$ cat src/rtl/shift_unit_seq.sv
// ---------------------------------------------------------------------------
// shift_unit_seq
//   Multi-cycle shifter shared by ALU-side blocks. A request is latched on a
//   valid/ready accept. The working register is then shifted by at most STEP
//   bits per cycle until the full shift amount has been applied, and the
//   result is presented on a valid/ready output port.
//
// Handshake rule (both ports): a transfer happens on a rising clk edge where
//   valid && ready are both high. A producer holds its valid and data stable
//   until that transfer. in_ready is high only in IDLE. The unit holds
//   out_valid and B stable until the consumer takes the result.
//
// Optional feature macro: SHIFT_UNIT_ROTATE_EN
//   defined   : MODE 11 rotates left (ROL)
//   undefined : MODE 11 behaves as SLL and no rotate wrap logic is built
//
// Ports:
//   clk        rising-edge clock
//   rst        asynchronous, active-high reset
//   in_valid   request valid
//   in_ready   unit can accept a request (IDLE and out of reset)
//   A          operand, N bits
//   SHAMT      shift amount 0..N-1
//   MODE       00 SLL, 01 SRL, 10 SRA, 11 ROL/SLL
//   out_valid  result valid (DONE state)
//   out_ready  consumer accepts result
//   B          result; keeps its last value after it is consumed
//   busy       high while in SHIFT or DONE
//   state_dbg  current FSM state (0 IDLE, 1 SHIFT, 2 DONE)
// ---------------------------------------------------------------------------
module shift_unit_seq #(
  parameter int N    = 32,
  parameter int STEP = 4,
  localparam int SW  = $clog2(N)
) (
  input  logic          clk,
  input  logic          rst,
  input  logic          in_valid,
  output logic          in_ready,
  input  logic [N-1:0]  A,
  input  logic [SW-1:0] SHAMT,
  input  logic [1:0]    MODE,
  output logic          out_valid,
  input  logic          out_ready,
  output logic [N-1:0]  B,
  output logic          busy,
  output logic [1:0]    state_dbg
);

  typedef enum logic [1:0] {
    IDLE  = 2'd0,
    SHIFT = 2'd1,
    DONE  = 2'd2
  } state_t;

  localparam logic [SW:0]  STEP_W = (SW+1)'(STEP);
  localparam logic [SW:0]  N_W    = (SW+1)'(N);
  localparam logic [N-1:0] ONES   = '1;

  state_t        state, state_next;
  logic          alive;
  logic [N-1:0]  work, work_next;
  logic [N-1:0]  b_q;
  logic [SW-1:0] rem, rem_next;
  logic [1:0]    mode_q;
  logic          sign_q;
  logic          load_b;
  logic          accept;
  logic [SW:0]   k;
  logic [N-1:0]  stepped;

  // alive keeps in_ready low until the first clock edge after reset releases.
  assign in_ready  = alive && (state == IDLE);
  assign out_valid = (state == DONE);
  assign busy      = (state != IDLE);
  assign B         = b_q;
  assign state_dbg = state;
  assign accept    = in_valid && in_ready;

  // One shift step: k = min(STEP, remaining).
  always_comb begin
    k = ({1'b0, rem} > STEP_W) ? STEP_W : {1'b0, rem};
    case (mode_q)
      2'b01:   stepped = work >> k;
      // SRA fills from the sign bit captured at accept, not the current MSB.
      2'b10:   stepped = (work >> k) | (sign_q ? ~(ONES >> k) : '0);
`ifdef SHIFT_UNIT_ROTATE_EN
      // k is never 0 in SHIFT, so N-k stays below N.
      2'b11:   stepped = (work << k) | (work >> (N_W - k));
`endif
      default: stepped = work << k;
    endcase
  end

  always_comb begin
    state_next = state;
    work_next  = work;
    rem_next   = rem;
    load_b     = 1'b0;
    case (state)
      IDLE: begin
        if (accept) begin
          work_next = A;
          rem_next  = SHAMT;
          if (SHAMT != '0) begin
            state_next = SHIFT;
          end else begin
            state_next = DONE;
            load_b     = 1'b1;
          end
        end
      end
      SHIFT: begin
        work_next = stepped;
        rem_next  = rem - k[SW-1:0];
        if ({1'b0, rem} == k) begin
          state_next = DONE;
          load_b     = 1'b1;
        end
      end
      DONE: begin
        if (out_ready) state_next = IDLE;
      end
      default: state_next = IDLE;
    endcase
  end

  always_ff @(posedge clk or posedge rst) begin
    if (rst) begin
      state  <= IDLE;
      alive  <= 1'b0;
      work   <= '0;
      b_q    <= '0;
      rem    <= '0;
      mode_q <= 2'b00;
      sign_q <= 1'b0;
    end else begin
      state <= state_next;
      alive <= 1'b1;
      work  <= work_next;
      rem   <= rem_next;
      if (load_b) b_q <= work_next;
      if (accept) begin
        mode_q <= MODE;
        sign_q <= A[N-1];
      end
    end
  end

endmodule

$ cat config.mk
export PLATFORM = sky130hd
export DESIGN_NAME = shift_unit_seq
export DESIGN_NICKNAME = d
export VERILOG_FILES = /design/src/rtl/shift_unit_seq.sv
export SDC_FILE = /design/constraint.sdc
export NUM_CORES = 1
export LEC_CHECK = 0
export CAP_MARGIN = 20
export CORE_AREA = 2 2 123 125
export DETAILED_ROUTE_END_ITERATION = 16
export DIE_AREA = 0 0 125 127
export GPL_ROUTABILITY_DRIVEN = 0
export PLACE_DENSITY = 0.61
export SYNTH_ARGS = -nofsm -noshare
export SYNTH_HDL_FRONTEND = slang
export SYNTH_SLANG_ARGS = --single-unit
$ cat constraint.sdc
create_clock -name clk -period 3.1 [get_ports clk]
set_input_delay 0.62 -clock clk [delete_from_list [all_inputs] [get_ports clk]]
set_output_delay 0.62 -clock clk [all_outputs]
set_load 0.05 [all_outputs]
### Yosys cells after proc, flatten, opt, wreduce, memory -nomap -nowiden

Index checks and enable logic that the tools add are counted.

* output and inout bits: 37
* memories kept: 0
* input port bits: 43
* bits in writable memories: 0
* register bits after elaboration: 75
* logic and storage cells: 46
* bits in latches: 0
* ROM bits: 0

* add/sub/neg operators: 1
* mux-type cells: 16
* divide/modulo/power cells: 0
* reduce and logical (&&, ||, !) cells: 8
* magnitude comparators: 1
* equal/unequal tests: 8
* shifts and indexed selects: 3
* bitwise operators: 2
* multiply operators: 0

Operators by type and width (number)
* 32-bit case mux with 2 select lines: 2
* 32-bit 2-to-1 mux: 2
* 32-bit inverter: 1
* 32-bit OR: 1
* 32-bit by 5-bit << shifter with 32-bit output: 1
* 32-bit by 5-bit >> shifter with 32-bit output: 1
* 32-bit by 5-bit >> shifter with 32-bit output, first input constant: 1
* 5-bit 2-to-1 mux: 2
* 5-bit case mux with 2 select lines: 1
* 2-bit 2-to-1 mux: 4
* 2-bit case mux with 3 select lines: 1
* 5-bit equality test: 1
* 5-bit by 3-bit greater-than comparator with 1-bit output, second input constant: 1
* 5-bit nonzero test: 1
* 5-bit subtractor: 1
* 2-bit by 1-bit equality test with 1-bit output, second input constant: 2
* 2-bit equality test, second input constant: 2
* 2-bit != test, second input constant: 2
* 2-bit nonzero test: 2
* 1-bit 2-to-1 mux: 3
* 3-bit AND reduction: 1
* 1-bit logical AND: 2
* 2-bit logical NOT: 1
* 2-bit by 1-bit != test with 1-bit output, second input constant: 1
* 2 further kinds: 2

### Logic depth before layout (Yosys ltp)

Gate-level depths: netlist (run 1).

* depth in word-level cells: 8
* depth in mapped cells: 12
* depth with buffers taken out: 8

### Worst setup path before layout (run 1)

Ideal clock, no wire load.

* path type: register to output
* start point: register state[1] (netlist: state_dbg[1])
* end point: output port in_ready
* slack: 310 ps
* arrival: 2170 ps
* cell stages (with the launch flop): 5
* path buffers: 2
* required time: 2480 ps
* path through: dfrtp_1 > clkbuf_1 > or2_2 > clkbuf_1 > nor2_1

* word-level cells in the longest chain between the ends: 2

RTL lines
* start, declared: line 60 `state_t state, state_next;`
* start signal, assigned: line 138 `state <= state_next;`
* 2-bit logical NOT: line 73 `assign in_ready = alive && (state == IDLE);`
* 1-bit logical AND: line 73
* end, declared: line 39 `output logic in_ready,`

No other way between the ends.

### Final worst setup path (run 1)

* start point: register rem[2]
* end point: register b_q[16] (netlist: B[16])

* word-level cells in the longest chain between the ends: 8
* elaborated cells between the ends (all ways): 13
* those cells by class: order compare (1); eq/ne (1); shift (3); mux (6); bitwise (2)

RTL lines
* start, declared: line 64 `logic [SW-1:0] rem, rem_next;`
* start signal, assigned: line 141 `rem <= rem_next;`
* 5-bit by 3-bit greater-than comparator with 1-bit output: line 82 `k = ({1'b0, rem} > STEP_W) ? STEP_W : {1'b0, rem};`
* 5-bit 2-to-1 mux: line 82
* 32-bit by 5-bit >> shifter with 32-bit output: line 86 `2'b10: stepped = (work >> k) | (sign_q ? ~(ONES >> k) : '0);`
* 32-bit inverter: line 86
* 32-bit 2-to-1 mux: line 86
* 32-bit OR: line 86
* 32-bit case mux with 2 select lines: line 83 `case (mode_q)`
* 32-bit case mux with 2 select lines: line 100 `case (state)`
* end signal, assigned: line 142 `if (load_b) b_q <= work_next;`
* end, declared: line 63 `logic [N-1:0] b_q;`

Several ways; a longest one is shown, not always the timed one.
A chain may end at the register's enable or synchronous reset.

==> run summary, run 1 <==
FLOORPLANNING
----------------------------------------------------------------------------------------
Die X-Extent                                                                      125 um
Die Ht                                                                            127 um
Core footprint                                                               14420 sq um
Number of rows in the core area                                                       44
Starting density of the core                                                      39.56%
Die area                                                                     15880 sq um
Ports placed on the boundary                                                          80

SYNTHESIS
----------------------------------------------------------------------------------------
Share of flip-flops with an asynchronous set or reset                             100.0%
Netlist cell types                                                                    74
Syn Std Cell Area                                                             5705 sq um
Sequential cell area fraction in the yosys report                                 32.89%
Synthesis-stage register bit count                                                    75
Synthesis Warnings                                                                     0
Top flip-flop cell by instance count after synthesis                        sky130_fd_sc_hd__dfrtp_1
Syn_area_per_cell                                                            8.047 sq um
Gate count after technology mapping                                                  709
Count of flip-flops with a built-in enable after synthesis                             0

CLOCKING
----------------------------------------------------------------------------------------
Clock tree from TritonCTS                                                            yes
Clock buffer count from CTS                                                            9
Buffer levels on the longest clock path                                                2
Hold bufs inserted after CTS                                                           0
Clock Latency Late Sink                                                          0.36 ns
CTS H-tree depth                                                                       3
Clock root buffer master                                                    sky130_fd_sc_hd__clkbuf_16
Post-CTS Setup Repair Bufs                                                             0
Sinks on the clock net                                                                75
Gates resized, CTS repair                                                              0
Worst-path clk slew                                                              0.06 ns

RUN
----------------------------------------------------------------------------------------
Max Cap Violations                                                                     0

GRT
----------------------------------------------------------------------------------------
All-layer global routing usage                                                    27.22%
Pin count of the biggest net entering global routing                                  38
Vias in the first global route                                                      6103
Antenna violations before repair                                                       0
Aggregate global routing overflow                                                      0
First-pass GRT wire length                                                      34.19 mm

SETUP PATH
----------------------------------------------------------------------------------------
Number of cell instances on the worst register-to-register path                        7
Worst reg2reg endpoint                                                      B[16]$_DFFE_PP0P_
Top fanout value on the critical path                                                 32
WP data required                                                                 3.30 ns
Worst setup slack for register-to-register paths                                 0.27 ns
CP Class                                                                         reg2reg
RR Startpoint                                                               rem[2]$_DFFE_PP0P_
Kind of capture point of the worst setup path                                       flop
Endpoint arrival time on the critical path                                       3.03 ns
Critical Path Start Type                                                            flop

PLACEMENT
----------------------------------------------------------------------------------------
Post-DP HPWL                                                                    15.10 mm
Buffers on Ports                                                                      79
Post-placement setup slack                                                     0.2047 ns
Total cell area at the placement stage                                        6690 sq um

FINAL LAYOUT
----------------------------------------------------------------------------------------
Antenna diode count                                                                    0
Final #Nets                                                                          806
Most frequent cells in the layout                                           sky130_fd_sc_hd__nand2_1, sky130_fd_sc_hd__clkdlybuf4s50_1, sky130_fd_sc_hd__dfrtp_1
Summed area of non-filler cells in the final layout                           7007 sq um
Area overhead of the layout relative to synthesis                                 22.81%
Most common cell after layout, fill and taps aside                          sky130_fd_sc_hd__nand2_1
Core occupancy in the finished layout                                             48.58%
Proportion of layout cells with a drive suffix above 1                            11.24%
Number of filler instances in the final layout                                      1419

STA
----------------------------------------------------------------------------------------
Final Max Slew Viols                                                                   0
RSZ-0062 raised after global routing                                                  no
Max-slew headroom at the worst pin                                                49.88%
Part of the cycle the worst path needs                                            91.32%
Maximum frequency from static timing analysis                                  353.2 MHz
Final Hold Viols                                                                       0
Period minus WS final                                                           2.831 ns
Setup violation total in the final timing report                                       0
Pin slew with the least headroom to its limit                                  0.7518 ns
Post-route clock skew                                                         0.01072 ns
Worst setup slack after layout                                                 0.2689 ns
Sum of negative setup slack                                                         0 ns

MIN PATH
----------------------------------------------------------------------------------------
Hold/Removal Path Class                                                          reg2reg
Worst Hold Path Cells                                                                  2
WHS Endpoint                                                                B[27]$_DFFE_PP0P_
Min-Delay Startpoint                                                        B[27]$_DFFE_PP0P_

ROUTE
----------------------------------------------------------------------------------------
Post-DR vias/cell                                                                  6.565
Routed wire length per instance                                                 22.54 um
Number of search-and-repair iterations in the first detailed-routing pass              6
Number of vias in the routed layout                                                 6230
Post-detailed-route DRC marker count                                                   0
DRT antenna net count                                                                  0
First DRT Iteration DRCs                                                             835
Final routed wirelength across all metal layers                                 21.39 mm

RUN STATUS
----------------------------------------------------------------------------------------
Outcome                                                                     finished, final reports clean

POWER
----------------------------------------------------------------------------------------
Pwr per Cell Area                                                           1342 nW/um^2
IR Drop Worst-Case VDD                                                         0.5815 mV
Standby leakage power                                                        0.002780 uW

[cell type report]
cell class              instances  area, sq um  share of cell area [%]
repair buffers                117         1117                   15.95
multi-input cells             549         3447                   49.20
inverters                       8        30.03                  0.4286
clock buffers                  12        256.5                   3.661
flip-flops and latches         75         1877                   26.79
well taps                     184        230.2                   3.286
clock inverters                 4        48.80                  0.6964
[registers in the layout, summed over array words and instances (netlist names)]
register	count
state_dbg	2
alive	1
rem	5
work	32
sign_q	1
mode_q	2
B	32
[power by group]
group	switching (uW)	total [uW]	internal, uW
clock network	429	1100	666
logic	3930	6130	2200
registers	740	2180	1440
[through the flow]
stage / hold WS (ns) / instances / total power (uW)
finish: 0.4913 / 949 / 9403
global placement: 0.4769 / 932 / 8024
detailed placement: 0.4804 / 932 / 8086
floorplan: 0.4692 / 710 / 6089
CTS: 0.4935 / 948 / 9207
global route: 0.5240 / 949 / 9928
[worst max path at each step]
stage	slack, ns	from	to
after CTS	0.35	rem[2]$_DFFE_PP0P_	B[16]$_DFFE_PP0P_
after detailed placement	0.20	in_valid	B[1]$_DFFE_PP0P_
final	0.27	rem[2]$_DFFE_PP0P_	B[16]$_DFFE_PP0P_
after floorplan	0.31	state_dbg[1]$_DFFE_PP0P_	in_ready
after global placement	0.37	in_valid	B[1]$_DFFE_PP0P_
after global routing	0.16	rem[2]$_DFFE_PP0P_	B[16]$_DFFE_PP0P_
[metal layers]
layer  vias to the layer above  wire length (um)  GRT usage [%]
met1                      2960              8740          36.07
met2                       407              9217          40.95
li1                       2749                 -              -
met4                         0              1174          14.18
met3                       114              2253          7.286
met5                         -                 0              0
[cell families after synthesis]
group           count (synthesis)  synth area share, %
mux                            48                9.101
other cells                     1              0.06573
compound gates                256                30.83
buf+inv                        86                6.755
flops                          75                32.89
fa+ha+maj                       3               0.6580
simple gates                  240                19.69
[Yosys cell counts (all sizes together), types with 4 or more instances]
cell	count	area (sq um)
a2111oi	5	62.56
a211o	4	35.03
a211oi	13	97.59
a21boi	6	45.04
a21o	5	37.54
a21oi	51	259.0
a221o	6	60.06
a221oi	12	105.1
a22oi	25	187.7
a31oi	8	50.05
a32oi	4	35.03
and2	5	31.28
and3	7	43.79
buf	32	182.7
clkbuf	46	172.7
dfrtp	75	1877
inv	8	30.03
mux2	18	206.4
mux2i	29	290.3
nand2	115	434.2
nand2b	6	37.54
nand3	16	80.08
nor2	50	190.2
nor2b	5	31.28
nor3	11	60.06
o211ai	6	45.04
o21ai	53	265.3
o221ai	16	140.1
o22ai	16	100.1
[critical path: stages, from the launching register on]
cell and delay [ns]:
sky130_fd_sc_hd__dfrtp_1 0.53, sky130_fd_sc_hd__or4b_1 0.56, sky130_fd_sc_hd__buf_4 0.28, sky130_fd_sc_hd__nand2_1 0.16, sky130_fd_sc_hd__a21boi_1 0.23, sky130_fd_sc_hd__a2111oi_0 0.14, sky130_fd_sc_hd__nor4_1 0.56, sky130_fd_sc_hd__o221ai_1 0.21
Note: power is estimated with default switching activity, not from simulation.
==> run 2: changes to the inputs <==
--- a/config.mk
+++ b/config.mk
@@ -13,2 +13,3 @@
 export PLACE_DENSITY = 0.61
+export SKIP_CTS_REPAIR_TIMING = 1
 export SYNTH_ARGS = -nofsm -noshare
--- a/constraint.sdc
+++ b/constraint.sdc
@@ -3,2 +3,2 @@
 set_output_delay 0.62 -clock clk [all_outputs]
-set_load 0.05 [all_outputs]
+set_load 0.1 [all_outputs]
==> run 2 against run 1 <==
Effect of this change:
- first-iteration DRC count grew 23%
- global-route usage shrank 0.15 points
- via count grew 1.5%
- final area shrank 1.2%
- utilization shrank 0.60 points
- cell count grew 0.53%
- worst setup slack gained 0.15 ns
- critical path depth shrank 1
- die area is the same
- routed wire length grew 1.4%
==> run summary, run 2 (synthesized netlist as in run 1, its figures left out) <==
GRT
----------------------------------------------------------------------------------------
Antenna violations before repair                                                       1   +1
First-pass GRT wire length                                                      33.95 mm   -0.69%
Vias in the first global route                                                      6196   +1.5%
Aggregate global routing overflow                                                      0   unchanged
Pin count of the biggest net entering global routing                                  38   unchanged
All-layer global routing usage                                                    27.08%   -0.15 points

MIN PATH
----------------------------------------------------------------------------------------
WHS Endpoint                                                                B[27]$_DFFE_PP0P_
Hold/Removal Path Class                                                          reg2reg
Worst Hold Path Cells                                                                  2   unchanged
Min-Delay Startpoint                                                        B[27]$_DFFE_PP0P_

ROUTE
----------------------------------------------------------------------------------------
Post-detailed-route DRC marker count                                                   0   unchanged
Met1 WL                                                                         8.745 mm   about the same
DRT antenna net count                                                                  0   unchanged
Number of search-and-repair iterations in the first detailed-routing pass              8   +2
Uppermost layer routed                                                              met4
Met3 Routed Length                                                              2.188 mm   -2.9%
Routed wire length per instance                                                 22.74 um   +0.92%
Number of vias in the routed layout                                                 6322   +1.5%
First DRT Iteration DRCs                                                            1030   +23%
Final routed wirelength across all metal layers                                 21.70 mm   +1.4%
Wire length on met2                                                             9.614 mm   +4.3%
Post-DR vias/cell                                                                  6.627   +0.94%

CLOCKING
----------------------------------------------------------------------------------------
Clock buffer count from CTS                                                            9   unchanged
CTS H-tree depth                                                                       3   unchanged
Clock tree from TritonCTS                                                            yes
Worst-path clk slew                                                              0.06 ns   about the same
Sinks on the clock net                                                                75   unchanged
Buffer levels on the longest clock path                                                2   unchanged
Clock root buffer master                                                    sky130_fd_sc_hd__clkbuf_16
Clock Latency Late Sink                                                          0.36 ns   about the same

PLACEMENT
----------------------------------------------------------------------------------------
Buffers on Ports                                                                      79   unchanged
Post-DP HPWL                                                                    15.19 mm   +0.60%
Post-placement setup slack                                                     0.3505 ns   +0.1458 ns

STA
----------------------------------------------------------------------------------------
Final Max Slew Viols                                                                   0   unchanged
Max-slew headroom at the worst pin                                                46.10%   -3.8 points
Hold Worst Slack                                                               0.4915 ns   +0.0002050 ns
Pin slew with the least headroom to its limit                                  0.8085 ns   +0.05664 ns
Maximum frequency from static timing analysis                                  372.9 MHz   +5.6%
RSZ-0062 raised after global routing                                                  no
Part of the cycle the worst path needs                                            86.50%   -4.8 points
Period minus WS final                                                           2.682 ns   -0.1494 ns
Worst setup slack after layout                                                 0.4184 ns   +0.1494 ns
Post-route clock skew                                                        0.007124 ns   -0.003598 ns
Setup violation total in the final timing report                                       0   unchanged
Final Hold Viols                                                                       0   unchanged

SETUP PATH
----------------------------------------------------------------------------------------
CP Class                                                                         reg2reg
RR Startpoint                                                               rem[3]$_DFFE_PP0P_
Count of buffer and inverter cells on the critical path                                1   unchanged
Critical Path Start Type                                                            flop
Top fanout value on the critical path                                                 14   -56%
Largest stage delay on the critical path                                         0.56 ns   about the same
Number of cell instances on the worst register-to-register path                        6   -1
Stages on worst setup path                                                             6   -1
Kind of capture point of the worst setup path                                       flop
Delay-heaviest family, CP                                                   compound AO/OA/AOI/OAI gates
Endpoint arrival time on the critical path                                       2.89 ns   -0.14 ns
Worst setup slack for register-to-register paths                                 0.42 ns   +0.15 ns
Cell chain of the critical path                                             nor4b_4 -> buf_4 -> mux2i_1 -> o22ai_1 -> o21ai_0 -> o221ai_1
Master of the slowest instance on the critical path                         sky130_fd_sc_hd__nor4b_4
WP data required                                                                 3.31 ns   about the same
Worst reg2reg endpoint                                                      B[10]$_DFFE_PP0P_

FINAL LAYOUT
----------------------------------------------------------------------------------------
Area overhead of the layout relative to synthesis                                 21.29%
Most common cell after layout, fill and taps aside                          sky130_fd_sc_hd__nand2_1
Proportion of layout cells with a drive suffix above 1                            16.38%   +5.1 points
Total area of multi-input combinational cells                                 3450 sq um   about the same
Final #Nets                                                                          810   +0.50%
Number of filler instances in the final layout                                      1425   +0.42%
Sequential cell area                                                          1877 sq um   unchanged
Most frequent cells in the layout                                           sky130_fd_sc_hd__nand2_1, sky130_fd_sc_hd__dfrtp_1, sky130_fd_sc_hd__buf_4

RUN STATUS
----------------------------------------------------------------------------------------
Outcome                                                                     finished, final reports clean

RUN
----------------------------------------------------------------------------------------
Max Cap Violations                                                                     0   unchanged

FLOORPLANNING
----------------------------------------------------------------------------------------
Starting density of the core                                                      39.56%   unchanged
Die Ht                                                                            127 um   unchanged
Die area                                                                     15880 sq um   unchanged
Number of rows in the core area                                                       44   unchanged
Die X-Extent                                                                      125 um   unchanged
Core footprint                                                               14420 sq um   unchanged
Ports placed on the boundary                                                          80   unchanged

run 2: cell types whose count changed in the layout (fill, tap and decap cells not counted), sizes merged:
cell | before | now
buf | 38 | 78
bufinv | 1 | 0
clkbuf | 12 | 15
clkdlybuf4s50 | 79 | 42
clkinv | 3 | 2
diode | 0 | 1
run 2: area by class of cell:
class,instances,share of cell area (%)
repair buffers,121,15.28
inverters,8,0.4339
flip-flops and latches,75,27.12
clock inverters,2,0.1446
multi-input cells,549,49.85
well taps,184,3.327
clock buffers,14,3.815
diodes,1,0.03616
run 2: metrics by stage:
stage	utilization (%)	instance area [sq um]	TNS (ns)	instances
finish	47.98	6920	0	954
global route	47.98	6920	0	954
CTS	47.87	6904	0	952
detailed placement	45.97	6630	0	936
global placement	45.97	6630	0	936
floorplan	-	5713	-0.1542	710
run 2: worst max path at each step:
stage	start	end	slack [ns]
floorplan	state_dbg[1]$_DFFE_PP0P_	in_ready	-0.15
global placement	in_valid	B[1]$_DFFE_PP0P_	0.38
detailed placement	in_valid	B[1]$_DFFE_PP0P_	0.35
CTS	rem[3]$_DFFE_PP0P_	B[8]$_DFFE_PP0P_	0.47
global route	rem[3]$_DFFE_PP0P_	B[10]$_DFFE_PP0P_	0.31
finish	rem[3]$_DFFE_PP0P_	B[10]$_DFFE_PP0P_	0.42
run 2: tightest hold or removal path: stages, from the launching register on:
cell	delay (ns)
sky130_fd_sc_hd__dfrtp_1	0.34
sky130_fd_sc_hd__nand2_1	0.05
sky130_fd_sc_hd__o221ai_1	0.06
run 2: routing by layer:
metal / vias to the layer above / global-route usage, %
met3: 101 / 7.203
met1: 3016 / 34.59
met5: - / 0
li1: 2760 / -
met2: 445 / 41.75
met4: 0 / 15.29
Power of run 2 is not shown: default switching activity piles up to over one toggle a cycle in this logic, so the estimate is an artifact.
